==> src/rtl/bcd_disp_pkg.sv <==
// Shared constants and helpers for the 3-digit BCD display scanner:
// segment patterns, slot encoding, prescaler derivation and parameter checks.
package bcd_disp_pkg;

    // Segment patterns are {g,f,e,d,c,b,a}, active-low.
    localparam logic [6:0] SEG_BLANK = 7'b1111111;
    localparam logic [6:0] SEG_DASH  = 7'b0111111;

    typedef enum logic [1:0] {
        SLOT_UNITS    = 2'd0,
        SLOT_TENS     = 2'd1,
        SLOT_HUNDREDS = 2'd2,
        SLOT_UNUSED   = 2'd3
    } slot_t;

    function automatic logic [6:0] seg_of_digit(input logic [3:0] digit);
        logic [6:0] pattern;
        case (digit)
            4'd0:    pattern = 7'b1000000;
            4'd1:    pattern = 7'b1111001;
            4'd2:    pattern = 7'b0100100;
            4'd3:    pattern = 7'b0110000;
            4'd4:    pattern = 7'b0011001;
            4'd5:    pattern = 7'b0010010;
            4'd6:    pattern = 7'b0000010;
            4'd7:    pattern = 7'b1111000;
            4'd8:    pattern = 7'b0000000;
            4'd9:    pattern = 7'b0010000;
            default: pattern = SEG_DASH;
        endcase
        return pattern;
    endfunction

    function automatic logic nibble_invalid(input logic [3:0] nibble);
        return (nibble > 4'd9);
    endfunction

    function automatic logic word_invalid(input logic [11:0] word);
        return nibble_invalid(word[3:0]) | nibble_invalid(word[7:4]) |
               nibble_invalid(word[11:8]);
    endfunction

    function automatic int calc_div(input int clk_hz, input int slot_hz);
        return clk_hz / slot_hz;
    endfunction

    function automatic bit params_legal(input int div, input int dead_cycles);
        return (div >= 4) && (dead_cycles >= 0) && (dead_cycles < div);
    endfunction

endpackage

==> src/rtl/bcd_to_seg7.sv <==
// Combinational BCD nibble to active-low 7-segment decoder with blanking.
// Out-of-range nibbles show a dash and override the blank request.
module bcd_to_seg7
    import bcd_disp_pkg::*;
(
    input  logic [3:0] nibble,
    input  logic       blank,
    output logic [6:0] seg
);

    // Dash has priority so an invalid digit is never hidden.
    always_comb begin
        seg = SEG_BLANK;
        if (nibble_invalid(nibble)) begin
            seg = SEG_DASH;
        end else if (blank) begin
            seg = SEG_BLANK;
        end else begin
            seg = seg_of_digit(nibble);
        end
    end

endmodule

==> src/rtl/bcd12_display_scan.sv <==
// Latches a 12-bit BCD word and time-multiplexes it onto a 4-digit
// common-anode display with leading-zero blanking and a dead interval.
module bcd12_display_scan
    import bcd_disp_pkg::*;
#(
    parameter int CLK_HZ      = 100000000,
    parameter int SLOT_HZ     = 1000,
    parameter int DEAD_CYCLES = 16,
    parameter int LZ_BLANK    = 1
) (
    input  logic        clk,
    input  logic        reset,
    input  logic [11:0] data12,
    input  logic        data_valid,
    output logic [3:0]  an,
    output logic [6:0]  seg,
    output logic        dp,
    output logic        err
);

    localparam int DIV = calc_div(CLK_HZ, SLOT_HZ);
    localparam int PW  = (DIV > 1) ? $clog2(DIV) : 1;
    localparam logic [PW-1:0] DIV_LAST = PW'(DIV - 1);
    localparam logic [PW-1:0] DEAD_END = PW'(DEAD_CYCLES);
    localparam logic          LZ_ON    = (LZ_BLANK != 0);

    generate
        if (!params_legal(DIV, DEAD_CYCLES)) begin : g_bad_params
            $error("bcd12_display_scan: need DIV >= 4 and DEAD_CYCLES < DIV");
        end
    endgenerate

    logic [11:0]   shadow_r;
    logic          err_r;
    logic [PW-1:0] presc_r;
    slot_t         idx_r;
    logic [3:0]    an_r;
    logic [6:0]    seg_r;
    logic          dp_r;

    logic [3:0]    nib_s;
    logic          blank_s;
    logic [6:0]    dec_seg_s;
    logic [3:0]    an_next_s;
    logic [6:0]    seg_next_s;
    logic          hund_zero_s;
    logic          tens_zero_s;

    // Capture the BCD word and its validity on every strobe; last strobe wins.
    always_ff @(posedge clk) begin
        if (reset) begin
            shadow_r <= 12'h000;
            err_r    <= 1'b0;
        end else if (data_valid) begin
            shadow_r <= data12;
            err_r    <= word_invalid(data12);
        end else begin
            shadow_r <= shadow_r;
            err_r    <= err_r;
        end
    end

    // Slot prescaler and digit index; the index advances on prescaler wrap.
    always_ff @(posedge clk) begin
        if (reset) begin
            presc_r <= '0;
            idx_r   <= SLOT_UNITS;
        end else if (presc_r == DIV_LAST) begin
            presc_r <= '0;
            idx_r   <= slot_t'(idx_r + 2'd1);
        end else begin
            presc_r <= presc_r + PW'(1);
            idx_r   <= idx_r;
        end
    end

    // Invalid (non-zero) upper nibbles naturally defeat blanking here.
    always_comb begin
        hund_zero_s = (shadow_r[11:8] == 4'd0);
        tens_zero_s = (shadow_r[7:4] == 4'd0);
    end

    // Select the digit for the current slot and whether it is a leading zero.
    always_comb begin
        nib_s   = 4'd0;
        blank_s = 1'b1;
        case (idx_r)
            SLOT_UNITS: begin
                nib_s   = shadow_r[3:0];
                blank_s = 1'b0;
            end
            SLOT_TENS: begin
                nib_s   = shadow_r[7:4];
                blank_s = LZ_ON & tens_zero_s & hund_zero_s;
            end
            SLOT_HUNDREDS: begin
                nib_s   = shadow_r[11:8];
                blank_s = LZ_ON & hund_zero_s;
            end
            default: begin
                nib_s   = 4'd0;
                blank_s = 1'b1;
            end
        endcase
    end

    bcd_to_seg7 u_dec (
        .nibble (nib_s),
        .blank  (blank_s),
        .seg    (dec_seg_s)
    );

    // Next anode/segment pattern: dark during the dead interval and slot 3.
    always_comb begin
        an_next_s  = 4'b1111;
        seg_next_s = SEG_BLANK;
        if (presc_r < DEAD_END) begin
            an_next_s  = 4'b1111;
            seg_next_s = SEG_BLANK;
        end else if (idx_r == SLOT_UNUSED) begin
            an_next_s  = 4'b1111;
            seg_next_s = SEG_BLANK;
        end else begin
            an_next_s  = ~(4'b0001 << idx_r);
            seg_next_s = dec_seg_s;
        end
    end

    // Registered display outputs, one cycle behind the scan state.
    always_ff @(posedge clk) begin
        if (reset) begin
            an_r  <= 4'b1111;
            seg_r <= SEG_BLANK;
            dp_r  <= 1'b1;
        end else begin
            an_r  <= an_next_s;
            seg_r <= seg_next_s;
            dp_r  <= 1'b1;
        end
    end

    assign an  = an_r;
    assign seg = seg_r;
    assign dp  = dp_r;
    assign err = err_r;

endmodule

==> config.mk <==
export PLATFORM = sky130hd
export DESIGN_NAME = bcd12_display_scan
export DESIGN_NICKNAME = d
export VERILOG_FILES = /design/src/rtl/bcd_disp_pkg.sv /design/src/rtl/bcd_to_seg7.sv /design/src/rtl/bcd12_display_scan.sv
export SDC_FILE = /design/constraint.sdc
export NUM_CORES = 1
export LEC_CHECK = 0
export CELL_PAD_IN_SITES_DETAIL_PLACEMENT = 0
export CELL_PAD_IN_SITES_GLOBAL_PLACEMENT = 1
export CORE_MARGIN = 1.5
export CORE_UTILIZATION = 28
export DETAILED_ROUTE_END_ITERATION = 6
export PLACE_DENSITY = 0.64
export SETUP_SLACK_MARGIN = 0.3
export SYNTH_ARGS = -nofsm -noshare
export SYNTH_HDL_FRONTEND = slang
export SYNTH_SLANG_ARGS = --single-unit
==> constraint.sdc <==
create_clock -name clk -period 4.9 [get_ports clk]
set_input_delay 0.735 -clock clk [delete_from_list [all_inputs] [get_ports clk]]
set_output_delay 0.735 -clock clk [all_outputs]
set_load 0.1 [all_outputs]
==> results of run 1 <==
report_power, final:
group / internal [uW] / total [uW] / leakage [uW] / switching, uW
combinational: 31.1 / 70.3 / 0.000514 / 39.2
clock: 165 / 286 / 0.0000612 / 121
sequential: 358 / 365 / 0.000350 / 6.66
total: 554 / 721 / 0.000925 / 166
cell usage after synthesis, drive strengths merged:
library cell	count
nor3	1
a211o	1
nand4	9
or4	4
nor3b	1
nor2	30
mux2	2
o31ai	3
conb	1
and2	2
and3	3
a21oi	10
a222oi	4
o21ai	9
mux2i	12
a21o	2
or3	5
a221o	4
clkbuf	7
dfxtp	43
a311o	1
ha	10
o21bai	1
o2111ai	2
buf	3
o211ai	1
nand3	4
nand2	10
or2	3
inv	9
and4	2
nor4	3
xor2	8
xnor2	1
worst max-delay path, cell delays in order, from the launching register on:
cell and delay (ns):
dfxtp_1 0.39, inv_1 0.08, ha_1 0.26, a222oi_1 0.60, nor2_1 0.16, inv_1 0.14, ha_1 0.19, or2_2 0.13
a311o_2 0.17, o2111ai_2 0.17, a221o_1 0.29
sequential cells by signal, summed over array words and instances (netlist names):
name / cells
presc_r: 17
err: 1
an: 4
shadow_r: 12
idx_r: 2
seg: 7
cells by family (layout without fill, tap and decap cells):
logic type | after synthesis | count (layout)
other cells | 1 | 2
mux | 14 | 14
fa+ha+maj | 10 | 10
xor+xnor | 9 | 9
buf+inv | 19 | 44
flops | 43 | 43
simple gates | 77 | 77
compound gates | 38 | 38
path summary, 6_finish.rpt:
check	start	to	slack (ns)	cells past startpoint
max reg2reg	idx_r[0]$_SDFFE_PP0P_	seg[5]$_SDFF_PP1_	2.20	10
min reg2reg	presc_r[0]$_SDFF_PP0_	presc_r[0]$_SDFF_PP0_	0.45	1
max	idx_r[0]$_SDFFE_PP0P_	seg[5]$_SDFF_PP1_	2.20	10
min	presc_r[0]$_SDFF_PP0_	presc_r[0]$_SDFF_PP0_	0.45	1
layout by cell type (no fill, tap or decap), types with 3 or more instances in the layout:
master / n
dfxtp_1: 43
nor2_1: 30
clkdlybuf4s50_1: 26
mux2i_1: 12
nand2_1: 10
a21oi_1: 10
ha_1: 10
inv_1: 9
nand4_1: 9
o21ai_0: 9
xor2_1: 8
clkbuf_8: 6
or3_1: 5
a222oi_1: 4
nand3_1: 4
or4_1: 4
or2_2: 3
and3_1: 3
o31ai_1: 3
nor4_1: 3
a221o_1: 3
layout make-up:
| class | count | area, um^2 | share of cell area [%] |
|---|---|---|---|
| clock inverter | 2 | 35.0 | 1.46 |
| tap | 80 | 100 | 4.17 |
| inverter | 9 | 33.8 | 1.41 |
| timing repair buffer | 27 | 268 | 11.2 |
| multi-input combinational | 150 | 1020 | 42.5 |
| clock buffer | 6 | 82.6 | 3.44 |
| sequential | 43 | 861 | 35.9 |
layer usage:
metal,up-vias,GRT usage [%]
li1,807,-
met1,698,14.6
met2,35,17.9
met3,7,3.05
met4,0,5.13
met5,-,0
per-stage QoR:
step / cell area [um^2] / cells
final: 2400 / 317
after global routing: 2400 / 317
after CTS: 2400 / 317
after detailed placement: 2280 / 309
after global placement: 2280 / 309
after floorplan: 1960 / 212
==> flow_summary.yaml, run 1 <==
synth:
  syn_area_um2: 1950
  muxShareOfSynthArea_pct: 7.30
  synth_cells: 211
  yosys.area.top_type: "dfxtp_1"
  seq_area_frac_synth_pct: 44.0
  synth.distinct_cells: 38
  yosys.area_share.simple_pct: 20.0
  synth_top_family_by_area: "simple AND/OR/NAND/NOR gates"
  yosysTopAreaCellShare_pct: 44.0
  syn_avg_cell_area_um2: 9.26
  ys_ff_latch: 43
  synth_fa_ha_area_share_pct: 6.40
  yosys_warnings: 0
  synthXorXnorAreaFrac_pct: 4.03
  synth_area_leaders: "dfxtp_1 (44%), ha_1 (6.4%), mux2i_1 (6.1%), nor2_1 (5.8%), xor2_1 (3.6%)"
  synth_compound_gate_area_share_pct: 14.1
clock_tree:
  cts.sinks: 43
  insertion_delay_ns: 0.30
  cts_resized: 0
  cts_buffer_depth: 2
  path_clk_slew_ns: 0.09
  cts_tree: "yes"
  ctsHtreeMaxLevel: 2
  hold_buffers: 0
  cts_buffers: 5
  ctsRootBufferMaster: "clkbuf_8"
  postCtsSetupBuffers: 0
setup_path:
  arrival_ns: 2.90
  cp.required_ns: 5.09
  critPathMaxFanout: 6
  worstSetupStartpointType: "flop"
  worst_setup_path_end_kind: "flop"
  crit_type: "flop to flop"
power_and_ir_drop:
  powerDensity_nw_per_um2: 300
  ir_worst_vdd_v: 0.000112
  p_leak_uw: 0.000925
  p_total_uw: 721
sta:
  relSlewSlack_pct: 24.5
  tns_ns: 0
  fin_crit_sh_pct: 55.2
  max_freq_ghz: 0.370
  rsz0062_at_grt: "false"
  setup_ws_ns: 2.20
  maxSlewViolCount: 0
  finalCriticalPeriod_ns: 2.70
  setup_viol: 0
  whs_ns: 0.446
  fin_skew_ns: 0.0120
  hold_violations: 0
  tightest_slew_ns: 1.13
routing:
  met2_length_um: 1810
  wire_per_inst_um: 12.3
  drc: 0
  routed.top_layer: "met4"
  ant_nets: 0
  first_pass_iters: 6
  routed-wl-met3_um: 169
  num_vias: 1547
  wl_um: 3890
  drt-met1-wl_um: 1840
  vias_per_cell: 4.88
  drtIter0Drc: 84
finish:
  fillCellCount: 695
  syn2layout_area_growth_pct: 22.9
  postLayoutCoreUtil_pct: 35.5
  fin_nets: 261
  layout-drive-gt1-share_pct: 8.44
  antenna_cells: 0
die:
  initial_core_util_pct: 28.9
  rows: 30
  die_area_um2: 7490
  die_w_um: 86.5
  io_pins: 28
  core_area_um2: 6760
  die_height_um: 86.5
placed_design:
  dp_worst_setup_slack_ns: 2.24
  finalWeightedCongestion: 0.813
  portBuffers: 26
  dp_hpwl_um: 2810
job:
  maxCapViolations: 0
global_route:
  grt_pass1_wl_um: 6710
  grt_usage_pct: 11.4
  grt_overflow: 0
  grt_antenna_before_repair: 0
  grt_max_degree: 19
  grt_pass1_vias: 1466
min_path:
  hp-class: "flop to flop"
run_status:
  status: "complete, no violations"
Power figures use the tool's default switching activity.
==> run 2: changes to the inputs <==
==> constraint.sdc (replaced) <==
create_clock -name clk -period 2.6 [get_ports clk]
set_input_delay 0.39 -clock clk [delete_from_list [all_inputs] [get_ports clk]]
set_output_delay 0.39 -clock clk [all_outputs]
set_load 0.1 [all_outputs]
==> run 2 against run 1 <==
Sequential share of layout area shrank 2.4 points; highest routed layer unchanged; critical endpoint is now seg[0]$_SDFF_PP1_; sequential power up 88%; flip-flop and latch count did not move; via count rose by 3.9%.
==> flow_summary.yaml, run 2 (synthesized netlist as in run 1, its figures left out) <==
run_status:
  status: "complete, no violations"
min_path:
  whs_path_depth: 1
  hold_path_end: "presc_r[0]$_SDFF_PP0_"
  min_from: "presc_r[0]$_SDFF_PP0_"
  hp-class: "flop to flop"
setup_path:
  r2r_slack_ns: 0.30
  worst_setup_path_end_kind: "flop"
  critPathMaxFanout: 4
  timing.rr.start: "idx_r[0]$_SDFFE_PP0P_"
  cp-startpoint: "idx_r[0]$_SDFFE_PP0P_"
  crit_type: "flop to flop"
  reg2reg_depth: 10
  r2r_end: "seg[0]$_SDFF_PP1_"
  cp.required_ns: 2.85
  worstSetupStartpointType: "flop"
  arrival_ns: 2.55
job:
  maxCapViolations: 0
placed_design:
  dp_cells: 315
  dp_worst_setup_slack_ns: 0.103
  dp_hpwl_um: 2970
  portBuffers: 26
  finalWeightedCongestion: 0.723
  placed_area_um2: 2310
clock_tree:
  ctsHtreeMaxLevel: 2
  path_clk_slew_ns: 0.09
  cts.sinks: 43
  insertion_delay_ns: 0.30
  cts_buffer_depth: 2
  cts_tree: "yes"
  cts_buffers: 5
  ctsRootBufferMaster: "clkbuf_8"
finish:
  largest_reg_flops: 17
  fin_nets: 276
  syn2layout_area_growth_pct: 33.0
  final_common_cell: "dfxtp_1"
  layout-drive-gt1-share_pct: 23.4
  layout_common_cells: "dfxtp_1 (41), nor2_1 (30), buf_4 (28), clkdlybuf4s50_1 (14), mux2i_1 (12)"
  final_area_um2: 2600
  antenna_cells: 0
  top_register: "presc_r"
  final_cells: 332
die:
  io_pins: 28
  die_area_um2: 7490
  die_height_um: 86.5
  die_w_um: 86.5
  initial_core_util_pct: 28.9
  rows: 30
  core_area_um2: 6760
power_and_ir_drop:
  p_total_uw: 1460
  p_leak_uw: 0.00100
  powerDensity_nw_per_um2: 562
  ir_worst_vdd_v: 0.000207
global_route:
  grt_overflow: 0
  grt_pass1_wl_um: 6990
  grt_antenna_before_repair: 0
  grt_pass1_vias: 1558
  grt_usage_pct: 11.8
  grt_max_degree: 15
sta:
  maxSlewViolCount: 0
  setup_ws_ns: 0.300
  finalCriticalPeriod_ns: 2.30
  setup_viol: 0
  rsz0062_at_grt: "true"
  fin_crit_sh_pct: 88.5
  max_freq_ghz: 0.435
  tns_ns: 0
  fin_skew_ns: 0.00453
  hold_violations: 0
routing:
  drtIter0Drc: 75
  wire_per_inst_um: 12.4
  ant_nets: 0
  drc: 0
  vias_per_cell: 4.84
  wl_um: 4120
  first_pass_iters: 5
  num_vias: 1608
==> run 2: changes by cell type in the layout (fill, tap and decap cells not counted), moves of 3 or more <==
cell	delta
clkdlybuf4s50_1	-12
buf_4	+27
inv_4	+3
ha_4	+5
ha_1	-6
inv_1	-4
==> run 2: layer usage <==
layer  vias to the layer above  global-route usage (%)  wire length (um)
li1                        837                       -                 -
met2                        30                    19.4              2000
met3                         4                    3.43               171
met5                         -                       0                 0
met1                       737                    15.0              1920
met4                         0                    3.96                25
==> run 2: critical path, stage by stage, from the launching register on <==
cell and delay, ns:
dfxtp_4 0.37, inv_4 0.05, ha_4 0.15, a222oi_1 0.44
or2_4 0.22, inv_4 0.04, ha_4 0.15, or2_4 0.22
a311o_2 0.38, o2111ai_4 0.09, a221o_1 0.14
==> run 2: worst max-delay path by stage <==
stage	endpoint	cells past startpoint
2_1_floorplan	seg[0]$_SDFF_PP1_	10
3_3_place_gp	seg[0]$_SDFF_PP1_	10
3_5_place_dp	seg[0]$_SDFF_PP1_	10
4_1_cts	seg[0]$_SDFF_PP1_	10
5_1_grt	seg[5]$_SDFF_PP1_	10
6_report	seg[0]$_SDFF_PP1_	10
==> run 2: cell type report <==
| cell class | count | area, um^2 |
|---|---|---|
| clock buffers | 5 | 68.8 |
| clock inverters | 3 | 67.6 |
| fillers | 689 | 4160 |
| inverters | 9 | 41.3 |
| multi-input cells | 150 | 1100 |
| flip-flops and latches | 43 | 868 |
| well taps | 80 | 100 |
| repair buffers | 42 | 350 |
==> run 2: timing repair <==
| action | in CTS | in global routing |
|---|---|---|
| buffers inserted | 5 | 4 |
| endpoints found under the hold margin | 0 | 0 |
| hold buffers | 0 | 0 |
| pin swaps | 5 | 4 |
| endpoints found under the setup margin | 7 | 7 |
| gates resized for setup | 10 | 11 |
==> run 2: power breakdown <==
part	internal [uW]	switching (uW)	total (uW)
logic	72.0	80.4	152
registers	673	12.4	685
clock network	383	240	623
total	1130	333	1460
==> run 2: through the flow <==
| step | hold slack [ns] | utilization [%] |
|---|---|---|
| 2_1_floorplan | 0.413 | - |
| 3_3_place_gp | 0.427 | 34.1 |
| 3_5_place_dp | 0.428 | 34.1 |
| 4_1_cts | 0.441 | 37.4 |
| 5_1_grt | 0.455 | 38.5 |
| 6_report | 0.436 | 38.5 |
==> run 3: changes to the inputs <==
--- a/config.mk
+++ b/config.mk
@@ -5,12 +5,13 @@
 export SDC_FILE = /design/constraint.sdc
 export NUM_CORES = 1
 export LEC_CHECK = 0
+export ABC_AREA = 1
 export CELL_PAD_IN_SITES_DETAIL_PLACEMENT = 0
 export CELL_PAD_IN_SITES_GLOBAL_PLACEMENT = 1
 export CORE_MARGIN = 1.5
 export CORE_UTILIZATION = 28
 export DETAILED_ROUTE_END_ITERATION = 6
-export PLACE_DENSITY = 0.64
+export PLACE_DENSITY = 0.66
 export SETUP_SLACK_MARGIN = 0.3
 export SYNTH_ARGS = -nofsm -noshare
 export SYNTH_HDL_FRONTEND = slang
==> run 3 against run 2 <==
First-iteration DRC count decreased by 23%; via count increased by 21%; sequential share of layout area decreased by 1.6 points; combinational power about the same; synthesized area increased by 18%.
==> flow_summary.yaml, run 3 <==
run_status:
  status: "complete, no violations"
sta:
  finalCriticalPeriod_ns: 1.96
  fin_crit_sh_pct: 75.5
  fin_skew_ns: 0.00414
  hold_violations: 0
  maxSlewViolCount: 0
  setup_ws_ns: 0.637
  tns_ns: 0
  setup_viol: 0
  rsz0062_at_grt: "false"
  max_freq_ghz: 0.509
clock_tree:
  ctsHtreeMaxLevel: 2
  path_clk_slew_ns: 0.08
  cts_resized: 0
  hold_buffers: 0
  cts_buffer_depth: 2
  postCtsSetupBuffers: 0
  ctsRootBufferMaster: "clkbuf_8"
  insertion_delay_ns: 0.30
  cts_buffers: 5
  cts_tree: "yes"
  cts.sinks: 43
synth:
  ys_ff_latch: 43
  synth_enable_flop_cells: 0
  synthFlopType: "dfxtp_1"
  synth_cells: 327
  yosys.area.top_type: "dfxtp_1"
  synth.most_common_cell: "nand2_1"
  async_flop_share_pct: 0
  yosys_warnings: 0
  yosysTopAreaCellShare_pct: 37.4
  syn_avg_cell_area_um2: 7.03
  synth_area_leaders: "dfxtp_1 (37%), nand2_1 (13%), inv_1 (6.5%), nor2_1 (6.0%), ha_1 (5.4%)"
  syn_area_um2: 2300
  seq_area_frac_synth_pct: 37.4
  ys_top_cells_by_count: "nand2_1 (81), dfxtp_1 (43), inv_1 (40)"
  synth.distinct_cells: 29
placed_design:
  dp_worst_setup_slack_ns: 0.642
  portBuffers: 26
  dp_hpwl_um: 3790
  finalWeightedCongestion: 0.823
setup_path:
  worstSetupStartpointType: "flop"
  r2r_end: "seg[3]$_SDFF_PP1_"
  worst_setup_path_end_kind: "flop"
  reg2reg_depth: 12
  timing.rr.start: "idx_r[0]$_SDFFE_PP0P_"
  cp.required_ns: 2.79
  critPathMaxFanout: 6
  crit_type: "flop to flop"
  arrival_ns: 2.15
  r2r_slack_ns: 0.64
global_route:
  grt_pass1_wl_um: 8460
  grt_usage_pct: 12.3
  grt_overflow: 0
  grt_pass1_vias: 1812
  grt_max_degree: 18
  grt_antenna_before_repair: 0
finish:
  final_common_cell: "nand2_1"
  layout_common_cells: "nand2_1 (81), dfxtp_1 (43), inv_1 (40), nor2_1 (37), o21ai_0 (19)"
  fin_nets: 381
  antenna_cells: 0
  layout-drive-gt1-share_pct: 17.1
  fillCellCount: 888
  top_register: "presc_r"
  multiInputGateArea_um2: 1220
  register_area_um2: 861
  syn2layout_area_growth_pct: 17.6
  largest_reg_flops: 17
die:
  initial_core_util_pct: 29.3
  rows: 32
  die_area_um2: 8770
  die_w_um: 93.6
  core_area_um2: 7850
  io_pins: 28
  die_height_um: 93.6
routing:
  vias_per_cell: 4.25
  wire_per_inst_um: 10.6
  ant_nets: 0
  num_vias: 1949
  drc: 0
  wl_um: 4870
  drtIter0Drc: 58
  first_pass_iters: 4
min_path:
  hp-class: "flop to flop"
  whs_path_depth: 2
  hold_path_end: "presc_r[5]$_SDFF_PP0_"
  min_from: "presc_r[5]$_SDFF_PP0_"
job:
  maxCapViolations: 0
power_and_ir_drop:
  pwr-share-seq_pct: 54.5
  p_leak_uw: 0.00119
  p_int_uw: 922
  sw_frac_of_total_pct: 27.2
  power.switching_uw: 345
  powerDensity_nw_per_um2: 469
  ir_worst_vdd_v: 0.000244
  p_clk_share_pct: 33.5
  comb_power_share_pct: 12.0
-- run 3: changes by cell type in the layout (fill, tap and decap cells not counted), sizes merged, moves of 12 or more --
cell	before	now
nor2	30	53
nand2	10	92
nand3	4	16
mux2i	12	0
inv	9	47
buf	28	13
-- run 3: how the worst max path moves through the flow --
stage | endpoint | from | slack, ns
2_1_floorplan | seg[3]$_SDFF_PP1_ | idx_r[0]$_SDFFE_PP0P_ | 0.83
3_3_place_gp | seg[4]$_SDFF_PP1_ | idx_r[1]$_SDFFE_PP0P_ | 0.71
3_5_place_dp | seg[3]$_SDFF_PP1_ | idx_r[0]$_SDFFE_PP0P_ | 0.64
4_1_cts | seg[3]$_SDFF_PP1_ | idx_r[0]$_SDFFE_PP0P_ | 0.63
5_1_grt | seg[3]$_SDFF_PP1_ | idx_r[0]$_SDFFE_PP0P_ | 0.44
6_report | seg[3]$_SDFF_PP1_ | idx_r[0]$_SDFFE_PP0P_ | 0.64
-- run 3: power by group through the flow --
stage	registers (uW)	clock network, uW	logic (uW)
global placement	707	0	153
finish	691	425	152
global route	693	478	172
detailed placement	706	0	153
CTS	691	453	153
floorplan	717	0	99.2
-- run 3: logic make-up (layout without fill, tap and decap cells) --
group                      count (synthesis)  in the layout  share of synthesized area [%]
DFF                                       43             43                           37.4
other                                      1              2                          0.163
AOI/OAI and AO/OA                         39             39                           9.09
adders and majority gates                 10             10                           5.44
buffers and inverters                     53             82                           9.79
and+or+nand+nor                          175            175                           35.8
xor gates and xnor gates                   6              6                           2.29
-- run 3: metal layers --
layer  wire length [um]  up-vias  track usage [%]
li1                   -     1069                -
met5                  0        -                0
met1               2670      844             17.7
met2               1940       30             17.6
met4                 74        0             4.10
met3                183        6             3.09
-- run 3: layout make-up --
cell class,instances,area share (%)
tap,102,4.72
timing repair buffer,27,8.79
clock inverter,2,0.463
clock buffer,6,2.68
multi-input combinational,232,45.0
sequential,43,31.8
inverter,47,6.52
-- run 3: stage by stage --
step | utilization, % | instance area [um^2] | hold slack, ns | cells | total power, uW
3_3_place_gp | 33.4 | 2620 | 0.463 | 451 | 860
2_1_floorplan | - | 2300 | 0.439 | 328 | 816
5_1_grt | 34.5 | 2710 | 0.506 | 459 | 1340
6_report | 34.5 | 2710 | 0.481 | 459 | 1270
3_5_place_dp | 33.4 | 2620 | 0.469 | 451 | 859
4_1_cts | 34.5 | 2710 | 0.483 | 459 | 1300
-- run 3: critical path: stages, from the launching register on --
cell and delay, ns:
dfxtp_1 0.41, inv_1 0.08, ha_1 0.27, nand2_1 0.09, nand3_1 0.06, nand2_1 0.17
inv_1 0.09, ha_1 0.29, nand3b_1 0.17, nand3_1 0.09, nand2_1 0.05, inv_1 0.04
nand2_1 0.04
